$ cat src/rtl/rv32_alu.sv
// Purpose : RV32 integer ALU (add/sub/and/or/xor/slt/sll/srl) with registered result and Z/N/C/V flags.
// Latency : 1 cycle; outputs reflect A/B/ALUControl sampled at the previous rising edge.
// Backpr. : none; a new operation is accepted every cycle, no handshake or stall.
//
// Ports:
//   clk, rst_n         rising-edge clock, synchronous active-low reset (clears all outputs)
//   A, B, ALUControl   operands and 3-bit operation select
//   Result             registered operation result
//   Zero, Negative     registered result==0 / result MSB, valid for every op
//   Carry, Overflow    registered adder carry-out (no-borrow on sub) / signed overflow; 0 for non-arith ops
module rv32_alu #(
    parameter int WIDTH = 32
) (
    input  logic             clk,
    input  logic             rst_n,
    input  logic [WIDTH-1:0] A,
    input  logic [WIDTH-1:0] B,
    input  logic [2:0]       ALUControl,
    output logic [WIDTH-1:0] Result,
    output logic             Zero,
    output logic             Negative,
    output logic             Carry,
    output logic             Overflow
);

    localparam int SHW = $clog2(WIDTH);

    localparam logic [2:0] OP_ADD = 3'b000;
    localparam logic [2:0] OP_SUB = 3'b001;
    localparam logic [2:0] OP_AND = 3'b010;
    localparam logic [2:0] OP_OR  = 3'b011;
    localparam logic [2:0] OP_XOR = 3'b100;
    localparam logic [2:0] OP_SLT = 3'b101;
    localparam logic [2:0] OP_SLL = 3'b110;
    localparam logic [2:0] OP_SRL = 3'b111;

    logic [WIDTH:0]   add_sum;
    logic [WIDTH:0]   sub_sum;
    logic             add_ovf;
    logic             sub_ovf;
    logic             slt_bit;
    logic [SHW-1:0]   shamt;
    logic [WIDTH-1:0] res_c;
    logic             carry_c;
    logic             ovf_c;

    // Both adders are kept as 33-bit sums so bit WIDTH is the carry-out directly.
    // Subtraction as A + ~B + 1 makes that carry-out the "no borrow" flag.
    assign add_sum = {1'b0, A} + {1'b0, B};
    assign sub_sum = {1'b0, A} + {1'b0, ~B} + {{WIDTH{1'b0}}, 1'b1};

    assign add_ovf = (A[WIDTH-1] == B[WIDTH-1]) && (add_sum[WIDTH-1] != A[WIDTH-1]);
    assign sub_ovf = (A[WIDTH-1] != B[WIDTH-1]) && (sub_sum[WIDTH-1] != A[WIDTH-1]);

    // Signed less-than from the subtractor: the sign of A-B is wrong exactly when it overflowed.
    assign slt_bit = sub_sum[WIDTH-1] ^ sub_ovf;

    // Only the low log2(WIDTH) bits of B select the shift distance.
    assign shamt = B[SHW-1:0];

    always_comb begin
        res_c   = '0;
        carry_c = 1'b0;
        ovf_c   = 1'b0;
        case (ALUControl)
            OP_ADD: begin
                res_c   = add_sum[WIDTH-1:0];
                carry_c = add_sum[WIDTH];
                ovf_c   = add_ovf;
            end
            OP_SUB: begin
                res_c   = sub_sum[WIDTH-1:0];
                carry_c = sub_sum[WIDTH];
                ovf_c   = sub_ovf;
            end
            OP_AND:  res_c = A & B;
            OP_OR:   res_c = A | B;
            OP_XOR:  res_c = A ^ B;
            OP_SLT:  res_c = {{(WIDTH-1){1'b0}}, slt_bit};
            OP_SLL:  res_c = A << shamt;
            OP_SRL:  res_c = A >> shamt;
            default: res_c = '0;
        endcase
    end

    // Reset wins over capture, so an operation presented during reset is dropped.
    always_ff @(posedge clk) begin
        if (!rst_n) begin
            Result   <= '0;
            Zero     <= 1'b0;
            Negative <= 1'b0;
            Carry    <= 1'b0;
            Overflow <= 1'b0;
        end else begin
            Result   <= res_c;
            Zero     <= (res_c == '0);
            Negative <= res_c[WIDTH-1];
            Carry    <= carry_c;
            Overflow <= ovf_c;
        end
    end

endmodule

$ cat config.mk
export PLATFORM = sky130hd
export DESIGN_NAME = rv32_alu
export DESIGN_NICKNAME = d
export VERILOG_FILES = /design/src/rtl/rv32_alu.sv
export SDC_FILE = /design/constraint.sdc
export NUM_CORES = 1
export LEC_CHECK = 0
export BUFFER_PORTS_ARGS = -buffer_cell sky130_fd_sc_hd__buf_2
export CAP_MARGIN = 20
export CORE_MARGIN = 4
export CORE_UTILIZATION = 45
export CTS_BUF_LIST = sky130_fd_sc_hd__clkbuf_16
export CTS_CLUSTER_SIZE = 28
export DETAILED_ROUTE_END_ITERATION = 8
export GPL_TIMING_DRIVEN = 0
export PLACE_DENSITY = 0.69
export SYNTH_ARGS = -nofsm -noshare
export SYNTH_HDL_FRONTEND = slang
export SYNTH_SLANG_ARGS = --single-unit
$ cat constraint.sdc
create_clock -name clk -period 11.4 [get_ports clk]
set_input_delay 0.57 -clock clk [delete_from_list [all_inputs] [get_ports clk]]
set_output_delay 0.57 -clock clk [all_outputs]
set_load 0.05 [all_outputs]
==> results of run 1 <==
## worst max path at each step
stage / startpoint / end / slack [ps] / cells past startpoint
2_1_floorplan: B[2] / Zero / 5210 / 29
3_3_place_gp: B[2] / Zero / 3170 / 30
3_5_place_dp: B[2] / Zero / 3250 / 30
4_1_cts: B[2] / Zero / 3490 / 30
5_1_grt: B[2] / Zero / 2860 / 30
6_report: B[3] / Zero / 3270 / 30
## cell families after synthesis
| group | count (synthesis) | share of synthesized area [%] |
|---|---|---|
| XOR/XNOR | 24 | 2.13 |
| buffers and inverters | 203 | 8.91 |
| AO/OA/AOI/OAI | 445 | 30.4 |
| AND/OR/NAND/NOR | 431 | 20.6 |
| adder cells (fa/ha/maj) | 100 | 12.9 |
| flip-flops | 35 | 7.10 |
| multiplexers | 117 | 18.0 |
## layer usage
metal | vias up | GRT usage [%] | wire [microns]
met5 | - | 0 | 0
met1 | 5715 | 55.6 | 20100
met3 | 163 | 6.82 | 6380
met2 | 946 | 60.5 | 21400
li1 | 5276 | - | -
met4 | 0 | 16.6 | 2570
## cell usage after synthesis (27+ instances only)
cell type  number
nand2_1       125
dfxtp_1        35
mux2i_1        43
nor3_1         36
a211oi_1       31
a21oi_1       117
mux2_2         27
nor2_1        144
ha_1           97
clkbuf_1       56
inv_1          95
o21ai_0        80
mux4_2         44
## per-stage QoR
stage / instance area (sq um) / util (%) / cells / total power (uW)
after floorplan: 9870 / - / 1355 / 526
after global placement: 10700 / 50.4 / 1732 / 720
after detailed placement: 10700 / 50.4 / 1733 / 720
after CTS: 10900 / 51.0 / 1740 / 846
after global routing: 10900 / 51.0 / 1740 / 903
final: 10900 / 51.1 / 1741 / 866
## tightest hold or removal path, stage by stage
cell	delay, ps
buf_2	110
inv_1	60
ha_1	170
nor2_1	110
a211oi_1	140
## power breakdown
| part | leakage (uW) | switching (uW) | internal, uW |
|---|---|---|---|
| Sequential | 0.000289 | 2.16 | 134 |
| Clock | 0.0000671 | 43.9 | 78.1 |
| Combinational | 0.00429 | 411 | 196 |
| Total | 0.00464 | 457 | 409 |
## flip-flops by register name, summed over array words and instances, names as in the netlist
| register | flops |
|---|---|
| Result | 32 |
| Overflow | 1 |
| Zero | 1 |
| Carry | 1 |
## area by class of cell
cell class	count	area, sq um
antenna	1	2.50
buffer	105	512
clock buffer	5	125
clock inverter	2	8.76
fill	2193	10400
inverter	98	368
multi-input combinational	1117	8290
sequential	35	701
tap	275	344
timing repair buffer	103	515
==> run metrics, run 1 <==
status complete, no violations; Async SR Flop Fraction 0%; commonest non-fill, non-tap cell in the layout nor2_1; Rows 53; synth top area cells ha_1 (12%), mux4_2 (10%), dfxtp_1 (7.1%); vias in the first global route 11200; Critical Path End Type flop; pwr/cell area 79.7 nW/um^2; CTS Root Cell clkbuf_16; unrepaired setup endpoints after global routing false; Avg WL per Cell 29.0 microns; Place WS 3250 ps; final max-slew violation count 0; clk sinks 35; Hold WS 974 ps; core area 21300 sq um; WHS Path Cells 5; Initial Util 46.4%; Resized cells post-CTS 0; total grt overflow 0; Synth top area share 12.3%; Mapped Area 9870 sq um; dominant synthesized flop cell dfxtp_1; WP buf/inv 6; final setup margin 3270 ps; most frequent cells in the layout nor2_1 (144), nand2_1 (125), buf_2 (122); die height 156 microns; Min-Delay Endpoint Carry; Mean Syn Cell Area 7.29 sq um; Critical Path RT 11570 ps; largest area contributor in the synthesized netlist ha_1; EDFF count, synth 0; drt via density 6.95; flops & latches, synth 35; setup TNS 0 ps; Max-slew headroom 23.2%; Synth Net Count 1524; critical path's most frequent cell nand2_1; clock transition at the registers of the reported paths 50 ps; critical-path maximum fanout 11; TritonCTS clock tree done; Antenna Nets Post-Route 0; io pins 105; initial antenna violation count 0; clock buffer depth 2; Hold Vio Cnt, Final 0; die area 24400 sq um; P_leak 0.00464 uW; Mapped Cells 1355; die width 156 microns; vias after detailed routing 12100; CP max stage cell buf_1; Final min period 8130 ps; Final Cycle Share 71.3%; hold bufs inserted after CTS 0; Post-Route WL 50500 microns; # DRC 0; hpwl dp 41200 microns; # setup viols final 0; drt first pass iters 8; largest net degree at the start of global routing 13; Hold Path Class input pin to flop; cts bufs inserted 5; CP top delay family compound AO/OA/AOI/OAI gates; peak supply drop 0.0622 mV; kind of critical path input pin to flop; proportion of layout cells with a drive suffix above 1 16.0%; fmax 123 MHz; Total Nets Final 1634; Layout area overhead 10.1%; WP data arrival 8300 ps; CP peak stage delay 700 ps; Synth warnings 0; H-tree depth 2; min-delay src B[31]; Max Cap Viol 0; Tightest Pin Transition 1140 ps; total track usage 39.7%; GP Congestion 1.06; DR iter-0 viols 1714; Netlist cell types 88; post-CTS setup buffers 0; sequential area share after synthesis 7.10%; first-pass GRT wire length 73100 microns; # port buffers 102; CP startpoint kind input pin
No activity file was read; power rests on OpenSTA's default activity.
==> run 2, diff against run 1 <==
--- a/config.mk
+++ b/config.mk
@@ -13,7 +13,7 @@
 export CTS_CLUSTER_SIZE = 28
 export DETAILED_ROUTE_END_ITERATION = 8
 export GPL_TIMING_DRIVEN = 0
-export PLACE_DENSITY = 0.69
+export PLACE_DENSITY = 0.71
 export SYNTH_ARGS = -nofsm -noshare
 export SYNTH_HDL_FRONTEND = slang
 export SYNTH_SLANG_ARGS = --single-unit
==> constraint.sdc (replaced) <==
create_clock -name clk -period 6.89 [get_ports clk]
set_input_delay 0.3445 -clock clk [delete_from_list [all_inputs] [get_ports clk]]
set_output_delay 0.3445 -clock clk [all_outputs]
set_load 0.05 [all_outputs]
==> run 2 against run 1 <==
Final cell count grew 0.23%. Power grew 71%. Cell area grew 0.92%. Via count grew 1.4%. Global-route usage grew 0.77 points. Sequential share of layout area shrank 0.059 points. Flip-flop and latch count is the same. Non-clock buffer count grew 4. Worst setup slack lost 3200 ps. Hold slack lost 230 ps. Die area is the same. Critical path depth shrank 2.
==> run metrics, run 2 (same netlist as run 1, synthesis figures left out) <==
WP data arrival 7030 ps (-1270 ps); # setup viols final 0 (unchanged); Max-slew headroom 25.1% (+1.9 points); CP max stage cell or4_1; Layout area overhead 11.1%; vias in the first global route 11200 (+0.75%); Max Cap Viol 0 (unchanged); Rows 53 (unchanged); status complete, no violations; fin cells 1745 (+0.23%); P_sw 764 uW (+67%); sequential power share 15.2% (-0.6 points); Initial Util 46.4% (unchanged); die area 24400 sq um (unchanged); total grt overflow 0 (unchanged); DR iter-0 viols 1869 (+9.0%); fillcell total 2180 (-0.59%); WP buf/inv 4 (-2); antenna cells 0 (-1); routed wl met2 21800 microns (+1.8%); most frequent cells in the layout nor2_1 (144), nand2_1 (125), buf_2 (122); # DRC 0 (unchanged); Placed Cells 1733 (unchanged); Hold Vio Cnt, Final 0 (unchanged); Seq. cell area 701 sq um (unchanged); total track usage 40.5% (+0.77 points); switching share of total power 51.6% (-1.2 points); Final min period 6850 ps; P_leak 0.00469 uW (+0.95%); die height 156 microns (unchanged); GP Congestion 1.09 (+2.7%); # port buffers 102 (unchanged); critical path's most frequent cell nand2_1; final max-slew violation count 0 (unchanged); wl on met1 20500 microns (+2.0%); CP startpoint kind input pin; drt first pass iters 7 (-1); critical-path maximum fanout 10 (-1); Largest register FFs 32 (unchanged); kind of critical path input pin to flop; proportion of layout cells with a drive suffix above 1 16.9% (+0.97 points); commonest non-fill, non-tap cell in the layout nor2_1; Pint 718 uW (+76%); peak supply drop 0.161 mV (+160%); die width 156 microns (unchanged); total placed instance area 10700 sq um (unchanged); TritonCTS clock tree done; cts bufs inserted 5 (unchanged); Post-Route WL 51600 microns (+2.4%); Critical Path RT 7070 ps (-4500 ps); clk sinks 35 (unchanged); clock buffer depth 2 (unchanged); Clk network pwr share 16.2% (+2.1 points); fmax 146 MHz; hpwl dp 42100 microns (+2.0%); core area 21300 sq um (unchanged); Avg WL per Cell 29.6 microns (+2.1%); Place WS -1370 ps (-4620 ps); Final Cycle Share 99.4%; DR top layer met5; Critical Path End Type flop; first-pass GRT wire length 74200 microns (+1.5%); Total Nets Final 1638 (+0.24%); vias after detailed routing 12300 (+1.4%); final setup margin 39.9 ps (-3230 ps); CP peak stage delay 560 ps (-140 ps); clock transition at the registers of the reported paths 50 ps (about the same); initial antenna violation count 3 (+3); Hold Path Class input pin to flop; Largest Register Result; setup TNS 0 ps (unchanged); CP top delay family compound AO/OA/AOI/OAI gates; footprint of the multi-input gates 8300 sq um (+0.12%); largest net degree at the start of global routing 29 (+16); drt via density 7.03 (+1.2%); pwr/cell area 135 nW/um^2 (+70%); Final Instance Area 11000 sq um (+0.92%); H-tree depth 2 (unchanged); combinational cell fraction of total power 68.5% (-1.6 points); Tightest Pin Transition 1110 ps (-29.4 ps); CTS Root Cell clkbuf_16; Antenna Nets Post-Route 0 (unchanged); Power, Total 1480 uW (+71%); met3 wire len 6460 microns (+1.2%); io pins 105 (unchanged)
[run 2: per-stage QoR]
step / utilization, % / hold slack [ps]
4_1_cts: 51.2 / 727
6_report: 51.5 / 747
3_3_place_gp: 50.4 / 813
5_1_grt: 51.5 / 773
2_1_floorplan: - / 624
3_5_place_dp: 50.4 / 812
[run 2: power groups by stage]
stage / clock network (uW) / logic, uW / registers (uW)
global placement: 0 / 963 / 230
CTS: 243 / 969 / 226
floorplan: 0 / 569 / 302
detailed placement: 0 / 964 / 230
finish: 241 / 1020 / 226
global route: 250 / 1060 / 228
[run 2: worst paths after layout]
kind | from | end | slack (ps) | cells after the start
worst max-delay path | B[1] | Zero | 40 | 28
worst min-delay path | A[31] | Overflow | 750 | 4
[run 2: repair_timing]
| item | in CTS | in global routing |
|---|---|---|
| buffers inserted | 1 | 7 |
| setup endpoints to repair | 1 | 1 |
| gates resized for setup | 4 | 5 |
| hold buffers | 0 | 0 |
[run 2: routing by layer]
metal	GRT usage (%)	vias up
met4	18.2	6
met3	7.55	185
met1	56.1	5824
met2	61.2	976
li1	-	5282
met5	0	-
[run 2: area by class of cell]
class,count,share of cell area [%]
well taps,275,3.14
plain buffers,100,4.53
inverters,98,3.45
repair buffers,112,5.32
multi-input cells,1117,75.7
clock buffers,5,1.14
flip-flops and latches,35,6.39
clock inverters,3,0.354
==> run 3, diff against run 2 <==
--- a/config.mk
+++ b/config.mk
@@ -7,13 +7,15 @@
 export LEC_CHECK = 0
 export BUFFER_PORTS_ARGS = -buffer_cell sky130_fd_sc_hd__buf_2
 export CAP_MARGIN = 20
+export CELL_PAD_IN_SITES_DETAIL_PLACEMENT = 1
+export CELL_PAD_IN_SITES_GLOBAL_PLACEMENT = 1
 export CORE_MARGIN = 4
-export CORE_UTILIZATION = 45
+export CORE_UTILIZATION = 41
 export CTS_BUF_LIST = sky130_fd_sc_hd__clkbuf_16
 export CTS_CLUSTER_SIZE = 28
 export DETAILED_ROUTE_END_ITERATION = 8
 export GPL_TIMING_DRIVEN = 0
-export PLACE_DENSITY = 0.71
+export PLACE_DENSITY = 0.85
 export SYNTH_ARGS = -nofsm -noshare
 export SYNTH_HDL_FRONTEND = slang
 export SYNTH_SLANG_ARGS = --single-unit
==> run 3 against run 2 <==
Flip-flop and latch count did not move. Count of clock-buffer cells in the layout is the same. First-iteration DRC count shrank 22%. Sequential power hardly changed. Critical path depth stayed put. Fmax grew 3.7%. Clock power shrank 11%. Worst setup slack gained 240 ps. Combinational power grew 5%. Global-route usage hardly changed. Cell area increased by 0.44%. Critical path type unchanged.
==> run metrics, run 3 (same netlist as run 1, synthesis figures left out) <==
Hold Vio Cnt, Final 0 (unchanged); Post-Route WL 56000 microns (+8.4%); die area 26600 sq um (+9.2%); Final Core Density 46.7% (-4.9 points); initial antenna violation count 2 (-1); CP top delay family compound AO/OA/AOI/OAI gates; core area 23600 sq um (+11%); Hold Path Class input pin to flop; Largest Register Result; clk sinks 35 (unchanged); # DRC 0 (unchanged); drt first pass iters 7 (unchanged); clock transition at the registers of the reported paths 50 ps (about the same); CP startpoint kind input pin; GP Congestion 1.08 (-0.73%); CP peak stage delay 570 ps (about the same); Antenna Nets Post-Route 0 (unchanged); vias in the first global route 12000 (+7.1%); Rows 56 (+5.7%); CTS Root Cell clkbuf_16; drt via density 6.99 (-0.61%); peak supply drop 0.141 mV (-13%); fillcell total 3091 (+42%); Avg WL per Cell 31.3 microns (+5.8%); WP buf/inv 4 (unchanged); DR iter-0 viols 1453 (-22%); H-tree depth 2 (unchanged); setup TNS 0 ps (unchanged); Power, Total 1520 uW (+2.2%); first-pass GRT wire length 79900 microns (+7.8%); Max Cap Viol 0 (unchanged); Largest register FFs 32 (unchanged); Placed Cells 1777 (+2.5%); unrepaired setup endpoints after global routing false; fmax 151 MHz (+3.7%); fin cells 1788 (+2.5%); # setup viols final 0 (unchanged); most frequent cells in the layout nor2_1 (144), nand2_1 (124), buf_2 (121); Critical Path End Type flop; commonest non-fill, non-tap cell in the layout nor2_1; Layout area overhead 11.6%; proportion of layout cells with a drive suffix above 1 17.0% (+0.10 points); cts bufs inserted 5 (unchanged); die height 163 microns (+4.5%); critical-path maximum fanout 10 (unchanged); kind of critical path input pin to flop; status complete, no violations; die width 163 microns (+4.5%); P_leak 0.00467 uW (-0.45%); TritonCTS clock tree done; Tightest Pin Transition 1320 ps (+205 ps); total grt overflow 0 (unchanged); vias after detailed routing 12500 (+1.8%); # port buffers 102 (unchanged); Critical Path RT 7070 ps (about the same); Max-slew headroom 11.3% (-14 points); largest net degree at the start of global routing 19 (-34%); hpwl dp 45500 microns (+8.3%); WP data arrival 6790 ps (-240 ps); io pins 105 (unchanged); Total Nets Final 1635 (-0.18%); total track usage 40.5% (-0.044 points); Initial Util 41.8% (-4.6 points); CP max stage cell or4_4; pwr/cell area 138 nW/um^2 (+1.8%); clock buffer depth 2 (unchanged); final max-slew violation count 0 (unchanged); Final min period 6610 ps (-243 ps); Final Cycle Share 95.9% (-3.5 points)
run 3: worst paths after layout:
kind	startpoint	endpoint	slack (ps)	depth (start not counted)
max	B[1]	Zero	280	28
min	B[31]	Carry	630	4
run 3: cell type report:
cell class,instances,area (sq um),share of cell area [%]
Antenna cell,2,5.00,0.0454
Timing Repair Buffer,107,548,4.97
Sequential cell,35,701,6.36
Tap cell,319,399,3.62
Inverter,98,377,3.42
Clock buffer,5,125,1.14
Buffer,102,515,4.68
Multi-Input combinational cell,1117,8330,75.6
Clock inverter,3,20.0,0.182
run 3: per-stage QoR:
step / instance area (sq um) / setup slack, ps / hold slack (ps)
after floorplan: 9870 / 925 / 624
after global placement: 10800 / -1640 / 814
after detailed placement: 10800 / -1630 / 814
after CTS: 11000 / 80.7 / 617
after global routing: 11000 / 13.9 / 639
final: 11000 / 283 / 626
run 3: report_power, final:
part	internal, uW	leakage (uW)	switching, uW
combinational	329	0.00431	745
clock	133	0.0000658	81.8
sequential	222	0.000289	3.99
total	684	0.00467	831
run 3: repair_timing:
item	4_1_cts	5_1_grt
setup endpoints to repair	3	1
endpoints found under the hold margin	0	0
pin swaps	0	2
gates cloned	0	0
hold buffers	0	0
buffers inserted	1	3
resized for setup	9	12
run 3: metal layers:
metal	vias up	share of wire, %	global-route usage [%]
met5	-	0.14	1.89
met4	4	4.8	16.1
met3	170	15	18.2
met2	945	42	60.4
met1	6101	38	50.7
li1	5279	-	-
